**config.mk**
```make
export PLATFORM = sky130hd
export DESIGN_NAME = ark_stream_pipe
export DESIGN_NICKNAME = d
export VERILOG_FILES = /design/src/rtl/ark_pkg.sv /design/src/rtl/ark_pipe_stage.sv /design/src/rtl/ark_stream_pipe.sv
export SDC_FILE = /design/constraint.sdc
export NUM_CORES = 2
export LEC_CHECK = 0
export CAP_MARGIN = 40
export CORE_MARGIN = 3
export CORE_UTILIZATION = 55
export DETAILED_ROUTE_END_ITERATION = 7
export HOLD_SLACK_MARGIN = 0.02
export PLACE_DENSITY = 0.86
export SLEW_MARGIN = 20
export SYNTH_ARGS = -nofsm -noshare
export SYNTH_HDL_FRONTEND = slang
export SYNTH_SLANG_ARGS = --single-unit
```
**constraint.sdc**
```tcl
create_clock -name clk -period 1.6 [get_ports clk]
set_clock_uncertainty 0.1 [all_clocks]
set_input_delay 0.32 -clock clk [delete_from_list [all_inputs] [get_ports clk]]
set_output_delay 0.32 -clock clk [all_outputs]
set_load 0.02 [all_outputs]
```
**src/rtl/ark_pkg.sv**
```systemverilog
// ark_pkg: shared constants and beat type for the AddRoundKey stream pipe.
package ark_pkg;

  localparam int unsigned AES_BLOCK_W     = 128;
  localparam int unsigned AES_IDX_W       = 4;
  localparam int unsigned AES128_NUM_KEYS = 11;
  localparam int unsigned AES192_NUM_KEYS = 13;
  localparam int unsigned AES256_NUM_KEYS = 15;

  typedef struct packed {
    logic [AES_BLOCK_W-1:0] data;
    logic [AES_IDX_W-1:0]   round;
    logic                   err;
  } ark_beat_t;

endpackage

```
**src/rtl/ark_pipe_stage.sv**
```systemverilog
// ark_pipe_stage: one valid/ready register slice; bubbles collapse.
module ark_pipe_stage
  import ark_pkg::*;
#(
  parameter int unsigned W = AES_BLOCK_W
) (
  input  logic         clk,
  input  logic         rst_n,
  input  logic         up_valid,
  output logic         up_ready,
  input  logic [W-1:0] up_data,
  output logic         dn_valid,
  input  logic         dn_ready,
  output logic [W-1:0] dn_data
);

  logic         valid_q;
  logic [W-1:0] data_q;

  // Slot can take a beat when empty or when its current beat leaves this cycle.
  assign up_ready = !valid_q || dn_ready;
  assign dn_valid = valid_q;
  assign dn_data  = data_q;

  // Slot register: load on accepted beat, drop valid when drained with no refill.
  always_ff @(posedge clk or negedge rst_n) begin
    if (!rst_n) begin
      valid_q <= 1'b0;
      data_q  <= '0;
    end else if (up_ready) begin
      valid_q <= up_valid;
      if (up_valid) begin
        data_q <= up_data;
      end
    end
  end

endmodule

```
**src/rtl/ark_stream_pipe.sv**
```systemverilog
// ark_stream_pipe: round-key bank plus PIPE_STAGES-deep AddRoundKey pipeline.
// Optional macro ARK_MASK_EN adds in_mask/out_mask (data ^ key ^ mask, mask carried).
module ark_stream_pipe
  import ark_pkg::*;
#(
  parameter int unsigned DATA_W      = AES_BLOCK_W,
  parameter int unsigned NUM_KEYS    = AES128_NUM_KEYS,
  parameter int unsigned IDX_W       = AES_IDX_W,
  parameter int unsigned PIPE_STAGES = 1
) (
  input  logic              clk,
  input  logic              rst_n,
  input  logic              key_we,
  input  logic [IDX_W-1:0]  key_addr,
  input  logic [DATA_W-1:0] key_wdata,
  input  logic              in_valid,
  output logic              in_ready,
  input  logic [DATA_W-1:0] in_data,
  input  logic [IDX_W-1:0]  in_round,
`ifdef ARK_MASK_EN
  input  logic [DATA_W-1:0] in_mask,
  output logic [DATA_W-1:0] out_mask,
`endif
  output logic              out_valid,
  input  logic              out_ready,
  output logic [DATA_W-1:0] out_data,
  output logic [IDX_W-1:0]  out_round,
  output logic              out_err
);

  typedef struct packed {
`ifdef ARK_MASK_EN
    logic [DATA_W-1:0] mask;
`endif
    logic [DATA_W-1:0] data;
    logic [IDX_W-1:0]  round;
    logic              err;
  } beat_t;

  localparam int unsigned BEAT_W = $bits(beat_t);

  logic [DATA_W-1:0] bank [NUM_KEYS];
  logic [DATA_W-1:0] key_sel;
  logic              key_hit;
  beat_t             in_beat;

  logic [PIPE_STAGES:0] stg_valid;
  logic [PIPE_STAGES:0] stg_ready;
  logic [BEAT_W-1:0]    stg_data [PIPE_STAGES+1];
  beat_t                last_beat;

  // Key bank: address decode by match, so out-of-range writes hit no entry.
  always_ff @(posedge clk or negedge rst_n) begin
    if (!rst_n) begin
      for (int unsigned i = 0; i < NUM_KEYS; i++) begin
        bank[i] <= '0;
      end
    end else if (key_we) begin
      for (int unsigned i = 0; i < NUM_KEYS; i++) begin
        if (key_addr == IDX_W'(i)) begin
          bank[i] <= key_wdata;
        end
      end
    end
  end

  // Key lookup from registered bank (read-before-write); miss yields zero key.
  always_comb begin
    key_sel = '0;
    key_hit = 1'b0;
    for (int unsigned i = 0; i < NUM_KEYS; i++) begin
      if (in_round == IDX_W'(i)) begin
        key_sel = bank[i];
        key_hit = 1'b1;
      end
    end
  end

  // Beat entering stage 0.
  always_comb begin
    in_beat       = '0;
`ifdef ARK_MASK_EN
    in_beat.mask  = in_mask;
    in_beat.data  = in_data ^ key_sel ^ in_mask;
`else
    in_beat.data  = in_data ^ key_sel;
`endif
    in_beat.round = in_round;
    in_beat.err   = !key_hit;
  end

  assign stg_valid[0]           = in_valid;
  assign stg_data[0]            = in_beat;
  assign in_ready               = stg_ready[0];
  assign stg_ready[PIPE_STAGES] = out_ready;

  for (genvar s = 0; s < PIPE_STAGES; s++) begin : g_stage
    ark_pipe_stage #(
      .W (BEAT_W)
    ) u_stage (
      .clk      (clk),
      .rst_n    (rst_n),
      .up_valid (stg_valid[s]),
      .up_ready (stg_ready[s]),
      .up_data  (stg_data[s]),
      .dn_valid (stg_valid[s+1]),
      .dn_ready (stg_ready[s+1]),
      .dn_data  (stg_data[s+1])
    );
  end

  assign last_beat = stg_data[PIPE_STAGES];
  assign out_valid = stg_valid[PIPE_STAGES];
  assign out_data  = last_beat.data;
  assign out_round = last_beat.round;
  assign out_err   = last_beat.err;
`ifdef ARK_MASK_EN
  assign out_mask  = last_beat.mask;
`endif

endmodule

```
==> metrics.txt <==
Post-synth top cells=dfrtp_1, mux2_2, clkbuf_1; NumNets Final=7,264; Max Cap Viol=0; Routed Wire Length=269 mm; outcome=finished with violations; CP required=1180 ps; Area contributors post-synth=dfrtp_1, mux2_2, clkbuf_1, mux2i_1, o21ai_0; hpwl dp=148 mm; largest area contributor in the netlist=dfrtp_1; Post-synth ARST share=100%; Top FF cell, synth=dfrtp_1; setup tns final=-49,460 ps; Post-Syn Nets=6,533; clock-pin slew on the worst setup and hold paths=60 ps; initial antenna violation count=25; largest net degree at the start of global routing=96; die area=139,000 um^2; violated checks=negative setup slack; worst skew pair latency=850 ps; Yosys top cell area share=52.3%; I/O Buffers=403; die width=372 um; Warnings, synthesis=0; Fin. Hold Viols=0; Worst path max stage delay=600 ps; syn avg cell area=11.8 um^2; Hold Path Class=input pin to flop; Num CTS Buffers=159; Final period util=128%; DIE HEIGHT=372 um; Critical-path top delay cell=dfrtp_1; Root Driver=clkbuf_16; max-slew violation count=0; number of remaining DRC errors=0; worst r2r src=bank[1389]$_DFFE_PN0P_; Hold Path Origin=in_data[40]; IO Pins=404; flop2flop setup slack=-370 ps; via count=61,900; flops & latches, synth=1,542; Cell Chain, Critical Path=buf_6; unique cell type count in the Yosys netlist=47; Max H-tree Level=4; achievable clock frequency=0.489 GHz; gr ovfl total=0; Tot Pwr=120 mW; CTS sink cnt=1,542; kind of critical path=flop to primary output; global-route wire length before repair=381 mm; Max rail drop VDD=1.04 mV; register area share after synthesis=52.3%; DRT iter0 DRCs=8,690; RSZ-0062 raised after global routing=yes; DRT Pass-1 Iters=8; minimum clock period=2050 ps; critical path startpoint=g_stage[0].u_stage.dn_data[0]$_DFFE_PN0P_; P_leak=41.1 nW; synthesized area=73,800 um^2; setup ws final=-446 ps; number of synthesized flops with an enable pin=0; setup violators final=316; delay-heaviest family, CP=flip-flops; CTS tree=built; global placer's final weighted congestion=0.895; Syn-to-layout area delta=29.0%; final core occ=72.0%; vias in the first global route=63,300; Buf/Inv on CP=1; CP Max Fanout=2; share of cells above drive strength 1=42.0%; via/cell ratio=6.96; WL/cell=30.3 um; Slew @ Worst Pin=648 ps; gr usage total=35.7%; Hold WS=40.4 ps; Longest Clk Path Bufs=3; Slew HR=56.4%; pwr dens=1260 nW/um^2; Core ar.=132,000 um^2; CP endpoint kind=primary output; starting density of the core=55.8%; FP Rows=133; post-route ant nets=0; crit path DAT=1630 ps; most common cell in the netlist=dfrtp_1; startpoint class of the critical path=flop; Mapped Cells=6,264
## final timing paths
kind,cells after the start,to
min in group asynchronous,3,g_stage[0].u_stage.dn_data[119]$_DFFE_PN0P_
hold / removal,3,g_stage[0].u_stage.dn_data[45]$_DFFE_PN0P_
hold reg to reg,1,bank[670]$_DFFE_PN0P_
max in group asynchronous,4,bank[784]$_DFFE_PN0P_
setup / recovery,1,out_err
setup reg to reg,6,g_stage[0].u_stage.dn_data[114]$_DFFE_PN0P_
## sequential cells by signal (all words and copies together), names as in the netlist
signal / cells
bank: 1408
g_stage.u_stage.dn_data: 133
g_stage.u_stage.dn_valid: 1
## through the flow
stage               cells  cell area [um^2]  worst slack, ps
CTS                  8806             93300             -308
global placement     8402             85400             -889
detailed placement   8403             85400             -996
finish               8902             95200             -446
floorplan            6264             75200             -431
global route         8894             95200             -445
## worst register-to-register path, delay by kind of cell (launching register included)
family / cells / cell delay (ps)
DFF: 1 / 390
and+or+nand+nor: 1 / 570
xor gates and xnor gates: 1 / 260
AOI/OAI and AO/OA: 4 / 540
## cell usage in the layout (no fill, tap or decap), drive strengths merged, types with 4 or more instances in the layout
cell	synthesis	routed
o31ai	4	4
nand3	247	247
a222oi	4	4
xor2	125	125
a31oi	122	122
inv	101	110
bufbuf	0	4
o21ai	374	374
clkbuf	500	228
dlygate4sd2	0	5
a22oi	4	4
buf	159	954
dfrtp	1542	1542
a221o	24	24
o221ai	32	32
o311ai	94	94
clkdlybuf4s50	0	258
a2bb2oi	94	94
diode	0	23
nor2b	99	99
or4	94	94
a211o	94	94
nand3b	4	4
a221oi	4	4
dlygate4sd3	0	6
o22ai	193	193
nor3	4	4
bufinv	0	11
mux2i	156	156
mux2	1437	1437
nand2	239	239
nor2	134	134
a21boi	94	94
a211oi	28	28
clkinv	0	41
a21oi	141	141
nand2b	101	101
## routing by layer
metal | GRT usage (%) | part of all wire [%] | up-vias
li1 | - | - | 24200
met3 | 9.67 | 12 | 1585
met2 | 55.4 | 46 | 5257
met1 | 44.0 | 34 | 30800
met5 | 0 | 0.027 | -
met4 | 23.2 | 7.6 | 12
## timing repair
item | in CTS | in global routing
hold buffers | 6 | 0
cloned | 14 | 2
resized for setup | 1048 | 293
setup buffers | 95 | 70
hold endpoints to repair | 1546 | 0
pin swaps | 255 | 231
endpoints found under the setup margin | 555 | 291
## report_power, final
group	switching [mW]	total (mW)	leakage, nW	internal [mW]
Sequential	6.35	54.3	18.9	48.0
Clock	17.1	39.5	2.71	22.3
Combinational	12.4	26.6	19.5	14.2
## kinds of logic after synthesis
| kind of cell | share of synthesized area (%) |
|---|---|
| multiplexers | 24.0 |
| AND/OR/NAND/NOR | 6.42 |
| flip-flops | 52.3 |
| buffers and inverters | 4.10 |
| AO/OA/AOI/OAI | 11.7 |
| XOR/XNOR | 1.49 |
## final cells by class
class                   count  area (um^2)
diodes                     23         57.6
repair buffers           1229        13900
clock inverters            64          807
well taps                1755         2200
flip-flops and latches   1542        38600
clock buffers             226         4660
multi-input cells        3962        34600
fillers                  7235        37100
inverters                 101          389
Power figures use the tool's default switching activity.
